## config.mk

```make
export PLATFORM = sky130hd
export DESIGN_NAME = alu_muldiv_unit
export DESIGN_NICKNAME = d
export VERILOG_FILES = /design/src/rtl/alu_muldiv_unit.sv
export SDC_FILE = /design/constraint.sdc
export NUM_CORES = 1
export LEC_CHECK = 0
export CAP_MARGIN = 20
export CORE_MARGIN = 2
export CORE_UTILIZATION = 40
export CTS_CLUSTER_SIZE = 24
export DETAILED_ROUTE_END_ITERATION = 10
export GPL_TIMING_DRIVEN = 0
export HOLD_SLACK_MARGIN = 0.05
export MAX_ROUTING_LAYER = met4
export PLACE_DENSITY = 0.57
export RECOVER_POWER = 100
export SETUP_SLACK_MARGIN = 0.15
export SLEW_MARGIN = 15
export SYNTH_ARGS = -nofsm -noshare
export SYNTH_HDL_FRONTEND = slang
export SYNTH_SLANG_ARGS = --single-unit
```

## constraint.sdc

```tcl
create_clock -name clk -period 3.5 [get_ports clk]
set_input_delay 0.7 -clock clk [delete_from_list [all_inputs] [get_ports clk]]
set_output_delay 0.7 -clock clk [all_outputs]
set_load 0.01 [all_outputs]
```

## src/rtl/alu_muldiv_unit.sv

```systemverilog
`default_nettype none
// +--------------------------------------------------------------------------+
// | Module      : alu_muldiv_unit                                            |
// | Description : Iterative multiply/divide unit owning the HI/LO register   |
// |               pair. mult/multu/div/divu complete in WIDTH+1 cycles using |
// |               a shift-add / restoring shift-subtract datapath on operand |
// |               magnitudes, followed by one sign-fix cycle. mthi/mtlo      |
// |               write HI/LO in a single cycle.                             |
// | Ports       : clk, rst_n (sync, active low)                              |
// |               start, op[2:0], busA, busB, flush  (request side)          |
// |               busy, done, div_by_zero            (handshake/status)      |
// |               hi, lo                             (HI/LO registers)       |
// | Revision    : 1.0  initial release                                       |
// +--------------------------------------------------------------------------+
module alu_muldiv_unit #(
  parameter int WIDTH = 32
) (
  input  logic             clk,
  input  logic             rst_n,
  input  logic             start,
  input  logic [2:0]       op,
  input  logic [WIDTH-1:0] busA,
  input  logic [WIDTH-1:0] busB,
  input  logic             flush,
  output logic             busy,
  output logic             done,
  output logic             div_by_zero,
  output logic [WIDTH-1:0] hi,
  output logic [WIDTH-1:0] lo
);

  localparam int CW = $clog2(WIDTH);
  localparam logic [CW-1:0] C_LAST_ITER = CW'(WIDTH - 1);

  localparam logic [2:0] C_OP_MULT  = 3'd1;
  localparam logic [2:0] C_OP_MULTU = 3'd2;
  localparam logic [2:0] C_OP_DIV   = 3'd3;
  localparam logic [2:0] C_OP_DIVU  = 3'd4;
  localparam logic [2:0] C_OP_MTHI  = 3'd5;
  localparam logic [2:0] C_OP_MTLO  = 3'd6;

  typedef enum logic [1:0] {
    ST_IDLE = 2'd0,
    ST_RUN  = 2'd1,
    ST_FIX  = 2'd2
  } state_t;

  state_t             state_q, state_d;
  logic [CW-1:0]      cnt_q, cnt_d;
  // Working register: upper W+1 bits are the partial product / partial
  // remainder, lower W bits the multiplier / dividend-quotient shift field.
  logic [2*WIDTH:0]   pr_q, pr_d;
  logic [WIDTH-1:0]   m_q, m_d;          // |multiplicand| or |divisor|
  logic               neg_q, neg_d;      // product / quotient must be negated
  logic               rneg_q, rneg_d;    // remainder must be negated
  logic               is_div_q, is_div_d;
  logic [WIDTH-1:0]   hi_q, hi_d;
  logic [WIDTH-1:0]   lo_q, lo_d;
  logic               done_q, done_d;
  logic               dbz_q, dbz_d;

  // Operand magnitudes and signs at accept time
  logic               op_signed;
  logic               op_is_div;
  logic               sign_a, sign_b;
  logic [WIDTH-1:0]   abs_a, abs_b;

  assign op_signed = (op == C_OP_MULT) || (op == C_OP_DIV);
  assign op_is_div = (op == C_OP_DIV)  || (op == C_OP_DIVU);
  assign sign_a    = op_signed & busA[WIDTH-1];
  assign sign_b    = op_signed & busB[WIDTH-1];
  // |-2^(W-1)| is 2^(W-1), which still fits as an unsigned W-bit magnitude.
  assign abs_a     = sign_a ? (~busA + 1'b1) : busA;
  assign abs_b     = sign_b ? (~busB + 1'b1) : busB;

  // Shift-add step: conditionally add multiplicand into the upper half,
  // then shift the whole register right by one.
  logic [WIDTH:0]     mul_sum;
  logic [2*WIDTH:0]   pr_mul_next;
  assign mul_sum     = pr_q[2*WIDTH:WIDTH] + (pr_q[0] ? {1'b0, m_q} : '0);
  assign pr_mul_next = {1'b0, mul_sum, pr_q[WIDTH-1:1]};

  // Restoring divide step: shift left, trial-subtract divisor from the
  // partial remainder, keep the difference and set the quotient bit on success.
  logic [2*WIDTH:0]   div_shl;
  logic [WIDTH:0]     div_diff;
  logic               div_ge;
  logic [2*WIDTH:0]   pr_div_next;
  assign div_shl     = {pr_q[2*WIDTH-1:0], 1'b0};
  assign div_ge      = div_shl[2*WIDTH:WIDTH] >= {1'b0, m_q};
  assign div_diff    = div_shl[2*WIDTH:WIDTH] - {1'b0, m_q};
  assign pr_div_next = div_ge ? {div_diff, div_shl[WIDTH-1:1], 1'b1} : div_shl;

  // Sign-corrected results available in FIX
  logic [2*WIDTH-1:0] prod_mag, prod_fix;
  logic [WIDTH-1:0]   quo_fix, rem_fix;
  assign prod_mag = pr_q[2*WIDTH-1:0];
  assign prod_fix = neg_q  ? (~prod_mag + 1'b1) : prod_mag;
  assign quo_fix  = neg_q  ? (~pr_q[WIDTH-1:0] + 1'b1) : pr_q[WIDTH-1:0];
  assign rem_fix  = rneg_q ? (~pr_q[2*WIDTH-1:WIDTH] + 1'b1) : pr_q[2*WIDTH-1:WIDTH];

  always_comb begin
    state_d  = state_q;
    cnt_d    = cnt_q;
    pr_d     = pr_q;
    m_d      = m_q;
    neg_d    = neg_q;
    rneg_d   = rneg_q;
    is_div_d = is_div_q;
    hi_d     = hi_q;
    lo_d     = lo_q;
    done_d   = 1'b0;
    dbz_d    = dbz_q;

    case (state_q)
      ST_IDLE: begin
        // flush alongside start suppresses the request
        if (start && !flush) begin
          case (op)
            C_OP_MULT, C_OP_MULTU, C_OP_DIV, C_OP_DIVU: begin
              if (op_is_div && (busB == '0)) begin
                done_d = 1'b1;
                dbz_d  = 1'b1;
              end else begin
                dbz_d    = 1'b0;
                state_d  = ST_RUN;
                cnt_d    = '0;
                pr_d     = {{(WIDTH+1){1'b0}}, abs_a};
                m_d      = abs_b;
                neg_d    = sign_a ^ sign_b;
                rneg_d   = sign_a;
                is_div_d = op_is_div;
              end
            end
            C_OP_MTHI: begin
              hi_d   = busA;
              done_d = 1'b1;
              dbz_d  = 1'b0;
            end
            C_OP_MTLO: begin
              lo_d   = busA;
              done_d = 1'b1;
              dbz_d  = 1'b0;
            end
            default: ;
          endcase
        end
      end
      ST_RUN: begin
        if (flush) begin
          state_d = ST_IDLE;
        end else begin
          pr_d  = is_div_q ? pr_div_next : pr_mul_next;
          cnt_d = cnt_q + 1'b1;
          if (cnt_q == C_LAST_ITER) begin
            state_d = ST_FIX;
          end
        end
      end
      ST_FIX: begin
        // flush wins over the commit on the same edge
        state_d = ST_IDLE;
        if (!flush) begin
          done_d = 1'b1;
          if (is_div_q) begin
            hi_d = rem_fix;
            lo_d = quo_fix;
          end else begin
            hi_d = prod_fix[2*WIDTH-1:WIDTH];
            lo_d = prod_fix[WIDTH-1:0];
          end
        end
      end
      default: state_d = ST_IDLE;
    endcase
  end

  always_ff @(posedge clk) begin
    if (!rst_n) begin
      state_q  <= ST_IDLE;
      cnt_q    <= '0;
      pr_q     <= '0;
      m_q      <= '0;
      neg_q    <= 1'b0;
      rneg_q   <= 1'b0;
      is_div_q <= 1'b0;
      hi_q     <= '0;
      lo_q     <= '0;
      done_q   <= 1'b0;
      dbz_q    <= 1'b0;
    end else begin
      state_q  <= state_d;
      cnt_q    <= cnt_d;
      pr_q     <= pr_d;
      m_q      <= m_d;
      neg_q    <= neg_d;
      rneg_q   <= rneg_d;
      is_div_q <= is_div_d;
      hi_q     <= hi_d;
      lo_q     <= lo_d;
      done_q   <= done_d;
      dbz_q    <= dbz_d;
    end
  end

  assign busy        = (state_q != ST_IDLE);
  assign done        = done_q;
  assign div_by_zero = dbz_q;
  assign hi          = hi_q;
  assign lo          = lo_q;

endmodule
`default_nettype wire

```

# Word level (Yosys, flattened, before mapping)
# Cells that the tools add are included.
# classes
order_cmp	1
muxes	40
n_bitwise	9
n_reduce_logical	19
n_eq_ne	17
addsub	8
# ops
op	count
2-to-1 mux 32 bit	13
2-to-1 mux 65 bit	6
case mux 65 bit (2 select lines)	1
adder 32 x 1 -> 32 bit, second input constant	4
NOT 32 bit	4
case mux 32 bit (2 select lines)	2
adder 64 x 1 -> 64 bit, second input constant	1
2-to-1 mux 64 bit	1
NOT 64 bit	1
adder 33 x 32 -> 33 bit	1
>= comparator 33 x 32 -> 1 bit	1
subtractor 33 x 32 -> 33 bit	1
zero test 32 bit	1
2-to-1 mux 5 bit	4
AND reduction 4 bit	4
2-to-1 mux 2 bit	5
case mux 5 bit (2 select lines)	1
== test 3 bit, second input constant	3
inequality test 2 bit, second input constant	4
nonzero test 2 bit	4
== test 3 x 2 -> 1 bit, second input constant	2
inequality test 2 x 1 -> 1 bit, second input constant	3
case mux 1 bit (2 select lines)	3
adder 5 x 1 -> 5 bit, second input constant	1
18 further kinds	23
# word_totals
output_inout_bits	67
elab_cells	105
regBits	173

# Depth between registers and ports, before layout
# logic_depth
word_depth	8
depth_mapped	14
depth_no_buf	13

# Least setup slack after synthesis
# OpenSTA, ideal clock, no wires.
# synth_path
kind	register to register
from	reg pr_q[0]
to	reg pr_q[59]
t_required_ps	3380
arrival_time_ps	3157
path_stages_with_launch	14
setup_ps	120
path_slack_ps	223
period_less_slack_ps	3277
path_cell_list	dfxtp_1 -> inv_1 -> buf_1 -> nor2_1 -> ha_1 -> o211ai_1 -> a21oi_1 -> o41ai_1 -> o21ai_0 -> a31oi_1 -> a21oi_1 -> a21boi_0 -> xnor2_1 -> a211o_1
# synth_via
elab_chain_len	5
# synth_rtl
item	line	text
start, declared	52	logic [2*WIDTH:0] pr_q, pr_d;
start signal, assigned	194	pr_q <= pr_d;
2-to-1 mux 32 bit	80	assign mul_sum = pr_q[2*WIDTH:WIDTH] + (pr_q[0] ? {1'b0, m_q} : '0);
adder 33 x 32 -> 33 bit	80	
2-to-1 mux 65 bit	153	pr_d = is_div_q ? pr_div_next : pr_mul_next;
2-to-1 mux 65 bit	150	if (flush) begin
case mux 65 bit (2 select lines)	115	case (state_q)
# No other way between the ends. The select of a mux whose other input is x is not followed.
# A chain may end at the register's enable or synchronous reset.

==> flow_metrics.py <==
metrics = {
    "final_layout": {
        "fin_nets": 2287,
        "drive_above_1_share_pct": 7.696,
        "area.growth.synth_to_final_pct": 21.50,
        "fill_cells": 3651,
        "post-route-util_pct": 49.48,
        "n_antenna_cell": 0,
        "final_cell_count_no_fill": 2618,
    },
    "min_path": {
        "min_to": "hi[12]",
        "hold_start": "hi[12]",
        "whs_path_depth": 2,
        "worstHoldPathType": "register to register",
    },
    "clock_network": {
        "htree_levels": 4,
        "ctsRootBufferMaster": "clkbuf_16",
        "cts_tree": "done",
        "cts_sinks": 173,
        "cts-buffers-inserted": 17,
        "clock_path_buffers": 2,
        "clk_pin_slew_ps": 70,
        "insertion_delay_ps": 460,
        "holdBufCountCts": 0,
    },
    "yosys": {
        "synth_top_flop_cell": "dfxtp_1",
        "synth_warnings": 0,
        "synthCells": 1977,
        "ys_types": 73,
        "yosys_register_bits": 173,
        "avgSynthCellArea_sq_um": 7.363,
        "synth_edf_count": 0,
        "async_flop_share_pct": 0,
        "ys_seq_area_share_pct": 23.79,
        "syn_nets": 2120,
        "netlist_area_sq_mm": 0.01456,
    },
    "sta": {
        "rsz0062_at_grt": "yes",
        "skew_ps": 11.40,
        "maxSlewHeadroom_pct": 29.04,
        "finalCritPeriodShare_pct": 98.75,
        "period_needed_ps": 3456,
        "fmax_mhz": 289.3,
        "worst_pin_slew_ps": 1061,
        "hold_viol": 0,
        "whs_ps": 454.2,
        "setup_viol": 0,
        "final-max-slew-violation-count": 0,
    },
    "drt": {
        "avgRoutedWirePerCell_um": 23.45,
        "drt_iter0_drc": 1390,
        "route.detailed.drc": 0,
        "ant_nets": 0,
        "drt_pass1_iterations": 5,
        "routed_wl_um": 61390,
        "vias": 15680,
        "vias_per_cell": 5.989,
    },
    "global_routing": {
        "grt_start_max_net_pins": 19,
        "grt_pass1_vias": 14707,
        "antenna_found_initial": 0,
        "grt_use_total_pct": 32.61,
        "grt_pass1_wl_um": 91930,
        "grt_overflow": 0,
    },
    "placed_design": {
        "io_buffers": 134,
        "gp_congestion": 0.9743,
        "place_inst": 2572,
        "hpwl_um": 48860,
    },
    "flow_run": {
        "drv_cap": 0,
    },
    "setup_path": {
        "path_max_fanout": 10,
        "criticalPathCategory": "input port to register",
        "worstRegToRegCells": 13,
        "timing.critical_path.from_type": "input port",
        "r2r_start": "pr_q[33]",
        "end_kind": "register",
        "reg2reg_to": "pr_q[63]",
        "r2r_setup_slack_ps": 90,
        "cp.required_ps": 3860,
        "arrival_ps": 3820,
    },
    "status": {
        "status": "finished clean",
    },
    "pwr": {
        "power_density_mw_per_mm2": 320.4,
        "p_leak_nw": 7.435,
        "ir_drop_uv": 404.6,
    },
    "die": {
        "die_h_um": 194.8,
        "rows": 69,
        "core_area_sq_mm": 0.03574,
        "dieWidth_um": 194.8,
        "die-area_sq_mm": 0.03793,
        "initial_utilization_pct": 40.73,
        "pin_count": 138,
    },
}
==> critical path: stages <==
cell	delay, ps
dlygate4sd3_1	640
clkbuf_1	600
nand2_1	490
nor2_1	940
a32o_1	280
a21oi_1	60
o31ai_1	110
==> metal layers <==
metal	up-vias	global-route usage, %	wire (um)
met4	0	11.90	2052
li1	7485	-	-
met3	88	3.436	3377
met1	7483	41.76	27250
met5	-	-	0
met2	624	53.27	28710
==> cell families after synthesis <==
group	share of synthesized area [%]
multiplexers	2.845
flip-flops	23.79
AND/OR/NAND/NOR	22.86
buffers and inverters	5.450
adder cells (fa/ha/maj)	6.292
XOR/XNOR	10.16
AO/OA/AOI/OAI	28.61
==> report_power, final <==
part           switching (mW)  internal (mW)
Sequential             0.0592           2.03
Combinational            1.01          0.626
Clock                   0.999          0.950
==> registers in the layout, indices dropped and copies added, names as in the netlist <==
| register | flops |
|---|---|
| lo | 32 |
| is_div_q | 1 |
| pr_q | 65 |
| rneg_q | 1 |
| neg_q | 1 |
| cnt_q | 5 |
| m_q | 32 |
| state_q | 2 |
| done | 1 |
| hi | 32 |
| div_by_zero | 1 |
==> synth_stat cells, drive strengths merged (31+ instances only) <==
master	count	area, sq um
o21ai	159	795.8
dfxtp	173	3463
xnor2	82	725.7
o211a	36	360.4
a21o	36	270.3
xor2	86	753.2
clkbuf	109	409.1
nor2b	68	425.4
nand3	46	230.2
mux2i	38	380.4
buf	31	155.2
a211oi	57	432.9
nand2	199	747.0
nor3	41	205.2
a21oi	156	780.8
inv	61	229.0
ha	70	875.8
nor2	174	653.1
==> per-stage QoR <==
stage	area (sq um)	TNS [ps]	total power [mW]	setup WS (ps)
global placement	16470	-90680	3.590	-1155
detailed placement	16480	-91320	3.589	-1145
floorplan	14560	0	3.026	223.0
global route	17690	0	5.858	23.17
CTS	17410	0	5.608	150.3
finish	17690	0	5.667	43.68
==> worst max path at each step <==
stage | startpoint | endpoint | slack, ps | cells after the start
6_report | rst_n | pr_q[53] | 40 | 7
5_1_grt | pr_q[33] | pr_q[63] | 20 | 13
4_1_cts | pr_q[55] | pr_q[53] | 150 | 12
3_5_place_dp | pr_q[0] | pr_q[59] | -1150 | 13
3_3_place_gp | pr_q[0] | pr_q[59] | -1160 | 13
2_1_floorplan | pr_q[0] | pr_q[59] | 220 | 13
==> placed cells by master (no fill, tap or decap), types with 38 or more instances in the layout <==
cell             instances
nand2_1                199
nor2_1                 173
dfxtp_1                160
o21ai_0                153
a21oi_1                152
clkbuf_1               104
xor2_1                  86
xnor2_1                 81
dlygate4sd3_1           69
nor2b_1                 67
ha_1                    63
inv_1                   59
clkdlybuf4s50_1         57
a211oi_1                56
nand3_1                 46
nor3_1                  38
mux2i_1                 38
==> layout make-up <==
| class | instances | area [sq um] | area share (%) |
|---|---|---|---|
| Multi-Input combinational cell | 1603 | 10700 | 60.51 |
| Sequential cell | 173 | 3480 | 19.67 |
| Timing Repair Buffer | 148 | 1463 | 8.270 |
| Buffer | 140 | 658.1 | 3.721 |
| Tap cell | 461 | 576.8 | 3.261 |
| Clock buffer | 17 | 425.4 | 2.405 |
| Inverter | 61 | 231.5 | 1.309 |
| Clock inverter | 15 | 150.1 | 0.8490 |
==> repair_timing <==
action,4_1_cts,5_1_grt
gates cloned,0,0
pin swaps,7,12
gates resized for setup,83,88
buffers inserted,7,7
endpoints found under the setup margin,121,104
Power figures use the tool's default switching activity.
